## src/rtl/prom_sequencer.sv

```systemverilog
// Purpose : walks a state machine encoded in a 256x4 registered PROM; each
//           transition reads {op,state}, then loads the returned nibble.
// Latency : 3 clocks per transition (FETCH, WAIT, DECIDE); step/done/abort
//           are registered and appear the cycle after DECIDE.
// Backpressure: none; go is only sampled in IDLE and is never queued.
//
// Ports:
//   clk        system clock (posedge)
//   reset      asynchronous active-high reset
//   go         start request, sampled in IDLE only
//   op         opcode, latched on accepted go, forms prom_addr[7:4]
//   prom_addr  {op_q, state} to the PROM
//   prom_cs    PROM read strobe, high in FETCH only
//   prom_data  PROM nibble, valid the clock after prom_cs
//   busy       high from accepted go until back in IDLE
//   step       1-clk pulse when a new state has been loaded
//   state      current state register
//   done       1-clk pulse, END_CODE read
//   abort      1-clk pulse, watchdog expired
module prom_sequencer #(
  parameter logic [3:0]  END_CODE  = 4'hF,
  parameter int unsigned MAX_STEPS = 64,
  parameter logic [3:0]  START_ST  = 4'h0
) (
  input  logic       clk,
  input  logic       reset,
  input  logic       go,
  input  logic [3:0] op,
  output logic [7:0] prom_addr,
  output logic       prom_cs,
  input  logic [3:0] prom_data,
  output logic       busy,
  output logic       step,
  output logic [3:0] state,
  output logic       done,
  output logic       abort
);

  typedef enum logic [1:0] {
    S_IDLE   = 2'd0,
    S_FETCH  = 2'd1,
    S_WAIT   = 2'd2,
    S_DECIDE = 2'd3
  } fsm_t;

  // Watchdog compare value: the transition that makes the count reach MAX_STEPS.
  localparam logic [7:0] LAST_STEP = 8'(MAX_STEPS - 1);

  fsm_t       fsm_q, fsm_d;
  logic [3:0] op_q, op_d;
  logic [3:0] state_q, state_d;
  logic [3:0] data_q, data_d;
  logic [7:0] step_cnt_q, step_cnt_d;
  logic       step_q, step_d;
  logic       done_q, done_d;
  logic       abort_q, abort_d;

  always_ff @(posedge clk or posedge reset) begin
    if (reset) begin
      fsm_q      <= S_IDLE;
      op_q       <= 4'h0;
      state_q    <= START_ST;
      data_q     <= 4'h0;
      step_cnt_q <= 8'd0;
      step_q     <= 1'b0;
      done_q     <= 1'b0;
      abort_q    <= 1'b0;
    end else begin
      fsm_q      <= fsm_d;
      op_q       <= op_d;
      state_q    <= state_d;
      data_q     <= data_d;
      step_cnt_q <= step_cnt_d;
      step_q     <= step_d;
      done_q     <= done_d;
      abort_q    <= abort_d;
    end
  end

  always_comb begin
    fsm_d      = fsm_q;
    op_d       = op_q;
    state_d    = state_q;
    data_d     = data_q;
    step_cnt_d = step_cnt_q;
    // Pulses are single-cycle: cleared unless DECIDE raises them.
    step_d     = 1'b0;
    done_d     = 1'b0;
    abort_d    = 1'b0;

    case (fsm_q)
      S_IDLE: begin
        if (go) begin
          op_d       = op;
          state_d    = START_ST;
          step_cnt_d = 8'd0;
          fsm_d      = S_FETCH;
        end
      end
      S_FETCH: begin
        fsm_d = S_WAIT;
      end
      S_WAIT: begin
        // The PROM output registered at the end of FETCH is valid now.
        data_d = prom_data;
        fsm_d  = S_DECIDE;
      end
      S_DECIDE: begin
        // END_CODE is checked first so it wins over the watchdog.
        if (data_q == END_CODE) begin
          done_d = 1'b1;
          fsm_d  = S_IDLE;
        end else if (step_cnt_q == LAST_STEP) begin
          state_d = data_q;
          step_d  = 1'b1;
          abort_d = 1'b1;
          fsm_d   = S_IDLE;
        end else begin
          state_d    = data_q;
          step_d     = 1'b1;
          step_cnt_d = (step_cnt_q == 8'hFF) ? step_cnt_q : step_cnt_q + 8'd1;
          fsm_d      = S_FETCH;
        end
      end
      default: begin
        fsm_d = S_IDLE;
      end
    endcase
  end

  assign prom_addr = {op_q, state_q};
  assign prom_cs   = (fsm_q == S_FETCH);
  assign busy      = (fsm_q != S_IDLE);
  assign step      = step_q;
  assign state     = state_q;
  assign done      = done_q;
  assign abort     = abort_q;

endmodule
```

## config.mk

```make
export PLATFORM = sky130hd
export DESIGN_NAME = prom_sequencer
export DESIGN_NICKNAME = d
export VERILOG_FILES = /design/src/rtl/prom_sequencer.sv
export SDC_FILE = /design/constraint.sdc
export NUM_CORES = 1
export LEC_CHECK = 0
export CAP_MARGIN = 10
export CELL_PAD_IN_SITES_DETAIL_PLACEMENT = 0
export CELL_PAD_IN_SITES_GLOBAL_PLACEMENT = 2
export CORE_UTILIZATION = 33
export CTS_CLUSTER_DIAMETER = 40
export DETAILED_ROUTE_END_ITERATION = 8
export PLACE_DENSITY_LB_ADDON = 0.1
export SLEW_MARGIN = 20
export SYNTH_ARGS = -nofsm -noshare
export SYNTH_HDL_FRONTEND = slang
export SYNTH_SLANG_ARGS = --single-unit
```

## constraint.sdc

```tcl
create_clock -name clk -period 3.6 [get_ports clk]
set_clock_uncertainty 0.15 [all_clocks]
set_input_delay 0.72 -clock clk [delete_from_list [all_inputs] [get_ports clk]]
set_output_delay 0.72 -clock clk [all_outputs]
set_load 0.02 [all_outputs]
```

==> results.json, run 1 <==
{
  "syn_nets": 138,
  "yosysSeqAreaShare_pct": 48.9,
  "outcome": "completed",
  "cts_tree": "done",
  "path_cells": "inv_1, ha_1, inv_1, clkdlybuf4s50_1",
  "layout-drive-gt1-share_pct": 13.1,
  "hold_viol_final": 0,
  "cts_setup_buffers": 0,
  "gp_congestion": 0.769,
  "drt_pass1_iterations": 4,
  "slew_headroom_pct": 38.0,
  "slew_viol_final": 0,
  "cts_made_buffers": 3,
  "pre_cts_ws_ns": 1.16,
  "area.sequential_um2": 626,
  "final_nets": 163,
  "ys.flop_type": "dfrtp_1",
  "drt_iter0_drc": 29,
  "port_buffers": 27,
  "p_leak_nw": 0.673,
  "antenna_found_initial": 0,
  "fill_cells": 355,
  "hold_class": "register to register",
  "grt_max_degree": 26,
  "antenna_cells": 0,
  "fin_crit_ns": 2.55,
  "ctsResizeCount": 0,
  "yosysWarningCount": 0,
  "worst_ep_arrival_time_ns": 1.68,
  "core_area_um2": 3690,
  "crit_top_cell": "inv_1",
  "fp.dieH_um": 64.3,
  "drc_errors": 0,
  "r2r_setup_slack_ns": 1.18,
  "setup_tns_ns": 0,
  "grt_pass1_wl_um": 4310,
  "placed_cells": 189,
  "num_rows": 22,
  "clkSinkCount": 25,
  "critPathKind": "register to output port",
  "path_clk_slew_ns": 0.09,
  "final_util_pct": 43.8,
  "gr-usage-all-layers_pct": 13.5,
  "worst_pin_slew_ns": 0.930,
  "slowest_delay_ns": 0.60,
  "critical-path-top-delay-family": "buffers and inverters",
  "cts_root_buf": "clkbuf_8",
  "holdBufCountCts": 0,
  "grt_remaining_overflow": 0,
  "die-area_um2": 4130,
  "rsz0062_at_grt": "false",
  "viasPerCell": 4.96,
  "synthArstFlopShare_pct": 100,
  "synth_cell_types": 30,
  "htreeDepth": 1,
  "synth_edf_count": 0,
  "max_freq_mhz": 392,
  "p_total_mw": 1.29,
  "crit_fanout": 5,
  "clk_path_buf_depth": 2,
  "dieWidth_um": 64.3,
  "period_share_pct": 70.9,
  "ys_ff_latch": 25,
  "cp-start-kind": "register",
  "critPathBufInv": 3,
  "ios": 28,
  "cp_slowest_cell": "clkdlybuf4s50_1",
  "drt-total-wl_um": 2490,
  "syn-instance-count": 121,
  "required_ns": 2.73,
  "dpl.hpwl_um": 1820,
  "start_util_pct": 34.7,
  "clk_latency_ns": 0.26,
  "synth_area_um2": 1280,
  "area_growth_syn_to_layout_pct": 26.3,
  "vdd_drop_max_mv": 0.261,
  "wl_per_cell_um": 12.9,
  "via_count": 957,
  "ant_nets": 0,
  "setup_viol": 0,
  "multiInputGateArea_um2": 588,
  "grt_pass1_vias": 919,
  "layout_setup_ws_ns": 1.05,
  "avgSynthCellArea_um2": 10.6,
  "end_kind": "output port",
  "p_per_area_nw_per_um2": 798,
  "cap_violations": 0,
  "instances_no_fill": 193
}
==> report_power, final <==
group          switching, mW  internal [mW]
combinational          0.351          0.306
sequential            0.0815          0.382
clock                 0.0901         0.0783
==> worst register-to-register path: stages (launching register included) <==
cell and delay (ns):
dfrtp_1 0.42, ha_1 0.69, mux2i_1 0.25, a31oi_2 0.35, nand2_2 0.15, o311ai_1 0.32
==> cell usage in the layout, fill, tap and decap left out, types with 3 or more instances in the layout <==
cell type / netlist / routed
clkdlybuf4s50_1: 0 / 27
dfrtp_1: 25 / 25
nand2_1: 15 / 15
o21ai_0: 13 / 13
nand3_1: 10 / 10
mux2_2: 9 / 9
inv_1: 6 / 6
ha_1: 6 / 6
nand2b_1: 3 / 3
nor2_1: 3 / 3
nor3_1: 3 / 3
clkbuf_8: 0 / 3
==> Yosys cell counts (3+ instances only) <==
cell type	count	area (um2)
buf_4	4	30.0
dfrtp_1	25	626
ha_1	6	75.1
inv_1	6	22.5
mux2_2	9	101
nand2_1	15	56.3
nand2b_1	3	18.8
nand3_1	10	50.1
nor2_1	3	11.3
nor3_1	3	15.0
o21ai_0	13	65.1
==> cell families (layout without fill, tap and decap cells) <==
family	count (synthesis)	after routing	share of synthesized area (%)
AND/OR/NAND/NOR	43	43	18.5
flip-flops	25	25	48.9
AO/OA/AOI/OAI	23	23	12.2
buffers and inverters	13	37	5.09
multiplexers	10	10	8.71
adder cells (fa/ha/maj)	6	6	5.87
XOR/XNOR	1	1	0.685
==> path summary, 6_finish.rpt <==
kind | startpoint | endpoint | cells past startpoint
setup / recovery | fsm_q[1]$_DFFE_PP0P_ | busy | 4
hold / removal | state[2]$_DFFE_PP0P_ | state[2]$_DFFE_PP0P_ | 2
setup reg to reg | fsm_q[1]$_DFFE_PP0P_ | step_cnt_q[4]$_DFFE_PP0P_ | 5
hold reg to reg | state[2]$_DFFE_PP0P_ | state[2]$_DFFE_PP0P_ | 2
max in group asynchronous | reset | step$_DFF_PP0_ | 2
min in group asynchronous | reset | op_q[1]$_DFFE_PP0P_ | 2
==> sequential cells by signal, indices dropped and copies added (netlist names) <==
name        flops
step            1
abort           1
data_q          4
step_cnt_q      8
done            1
op_q            4
fsm_q           2
state           4
==> through the flow <==
step                hold WS (ns)  area, um2
CTS                        0.356       1620
detailed placement         0.335       1570
global route               0.380       1620
finish                     0.346       1620
floorplan                  0.349       1280
global placement           0.328       1570
==> per-layer routing <==
| metal | global-route usage (%) | vias up | routed length, um |
|---|---|---|---|
| li1 | - | 476 | - |
| met1 | 19.3 | 455 | 1260 |
| met2 | 20.7 | 24 | 1130 |
| met3 | 1.61 | 2 | 75 |
| met4 | 5.00 | 0 | 17 |
| met5 | 0 | - | 0 |
==> layout make-up <==
class	count	share of cell area [%]
clock inverter	1	0.465
timing repair buffer	27	16.7
sequential	25	38.7
multi-input combinational	83	36.4
clock buffer	3	2.56
tap	48	3.72
inverter	6	1.39
No activity file was read; power rests on OpenSTA's default activity.
==> run 2, diff against run 1 <==
CORE_UTILIZATION = 31   (was 33)
clock period = 2.6 ns   (was 3.6 ns; I/O delays follow)
==> run 2 against run 1 <==
Effect of this change: via count grew 1.1%; first-iteration DRC count is 17% higher; largest power group unchanged; clock power up 38%; routed wire length rose by 6.3%; critical path type unchanged; count of clock-buffer cells in the layout unchanged; die area increased by 6.2%.
==> results.json, run 2 (same netlist as run 1, synthesis figures left out) <==
{
  "fill_cells": 348,
  "viasPerCell": 4.96,
  "area_growth_syn_to_layout_pct": 27.3,
  "outcome": "completed",
  "antenna_cells": 0,
  "clkSinkCount": 25,
  "crit_fanout": 5,
  "cts_made_buffers": 3,
  "crit_top_cell": "inv_1",
  "hold_viol_final": 0,
  "slew_viol_final": 0,
  "fp.dieH_um": 66.2,
  "cts_root_buf": "clkbuf_8",
  "worst_ep_arrival_time_ns": 1.69,
  "wl_per_cell_um": 13.5,
  "placed_cells": 191,
  "drt_iter0_drc": 34,
  "via_count": 968,
  "power_frac_clock_pct": 12.8,
  "cts_setup_buffers": 0,
  "drt_pass1_iterations": 4,
  "dpl-instance-area_um2": 1580,
  "antenna_found_initial": 0,
  "cp_slowest_cell": "clkdlybuf4s50_1",
  "p_sw_mw": 0.731,
  "rsz0062_at_grt": "false",
  "cp-start-kind": "register",
  "grt_max_degree": 26,
  "required_ns": 1.93,
  "grt_pass1_wl_um": 4490,
  "multiInputGateArea_um2": 588,
  "cts_tree": "done",
  "largest-register": "step_cnt_q",
  "ios": 28,
  "layout-drive-gt1-share_pct": 14.3,
  "critPathBufInv": 3,
  "critical-path-top-delay-family": "buffers and inverters",
  "worst_pin_slew_ns": 0.425,
  "core_area_um2": 3800,
  "final_nets": 165,
  "slew_headroom_pct": 71.7,
  "ant_nets": 0,
  "hold_class": "register to register",
  "p_leak_nw": 0.687,
  "slowest_delay_ns": 0.60,
  "fin_crit_ns": 2.36,
  "start_util_pct": 33.7,
  "gp_congestion": 0.819,
  "cap_violations": 0,
  "drt-total-wl_um": 2640,
  "vdd_drop_max_mv": 0.393,
  "hold_ws_ns": 0.357,
  "p_int_mw": 1.07,
  "dpl.hpwl_um": 1900,
  "area.sequential_um2": 626,
  "num_rows": 22,
  "instances_no_fill": 195,
  "htreeDepth": 1,
  "critPathKind": "register to output port",
  "clk_path_buf_depth": 2,
  "port_buffers": 27,
  "path_clk_slew_ns": 0.09,
  "holdBufCountCts": 0,
  "setup_tns_ns": 0,
  "layout_common_cells": "27 x clkdlybuf4s50_1, 25 x dfrtp_1, 15 x nand2_1, 13 x o21ai_0, 10 x nand3_1",
  "postLayoutCellArea_um2": 1630,
  "power.share.switching_pct": 40.6,
  "final_common_cell": "clkdlybuf4s50_1",
  "largest_reg_flops": 8,
  "p_per_area_nw_per_um2": 1110,
  "grt_remaining_overflow": 0,
  "drc_errors": 0,
  "period_share_pct": 90.6,
  "path_cells": "inv_1, ha_1, inv_1, clkdlybuf4s50_1",
  "end_kind": "output port",
  "clk_latency_ns": 0.27,
  "die-area_um2": 4390,
  "grt_pass1_vias": 931,
  "dieWidth_um": 66.2,
  "gr-usage-all-layers_pct": 13.7,
  "seqPwrFrac_pct": 35.6,
  "combPwrFrac_pct": 51.6,
  "setup_viol": 0,
  "ctsResizeCount": 0,
  "max_freq_mhz": 425
}
## run 2: changes by cell type in the layout (fill, tap and decap cells not counted), sizes merged
cell and delta:
clkinvlp -1, buf +2, clkinv +1
## run 2: path summary, 6_finish.rpt
check / from / end / slack (ns) / cells past startpoint
max: fsm_q[1]$_DFFE_PP0P_ / busy / 0.24 / 4
min: state[2]$_DFFE_PP0P_ / state[2]$_DFFE_PP0P_ / 0.36 / 2
max reg2reg: fsm_q[1]$_DFFE_PP0P_ / step_cnt_q[4]$_DFFE_PP0P_ / 0.52 / 5
min reg2reg: state[2]$_DFFE_PP0P_ / state[2]$_DFFE_PP0P_ / 0.36 / 2
max in group asynchronous: reset / step_cnt_q[4]$_DFFE_PP0P_ / 1.60 / 3
min in group asynchronous: reset / data_q[0]$_DFFE_PP0N_ / 0.45 / 3
## run 2: per-layer routing
metal  wire [um]  track usage, %
met4          27            3.99
met3         134            4.66
met1        1340            17.9
met2        1140            21.3
met5           0               0
## run 2: final cells by class
cell class              instances  area share (%)
clock buffers                   3            2.54
clock inverters                 1           0.307
inverters                       6            1.38
multi-input cells              83            36.1
flip-flops and latches         25            38.4
well taps                      48            3.69
repair buffers                 29            17.5
## run 2: through the flow
stage,util [%],worst slack (ns),total power [mW]
global route,42.9,0.117,1.96
detailed placement,41.6,0.352,1.59
finish,42.9,0.245,1.80
global placement,41.6,0.453,1.58
CTS,42.9,0.215,1.83
floorplan,-,0.784,1.27
## run 2: worst register-to-register path, cell delays in order (launching register included)
cell and delay [ns]:
dfrtp_1 0.41, ha_1 0.44, mux2i_1 0.19, a31oi_2 0.35, nand2_2 0.14, o311ai_1 0.30
## run 2: power groups by stage
stage / clock [mW] / combinational (mW) / sequential [mW]
after floorplan: 0 / 0.556 / 0.711
final: 0.231 / 0.928 / 0.641
after detailed placement: 0 / 0.941 / 0.649
after global placement: 0 / 0.932 / 0.646
after global routing: 0.263 / 1.03 / 0.664
after CTS: 0.246 / 0.942 / 0.642
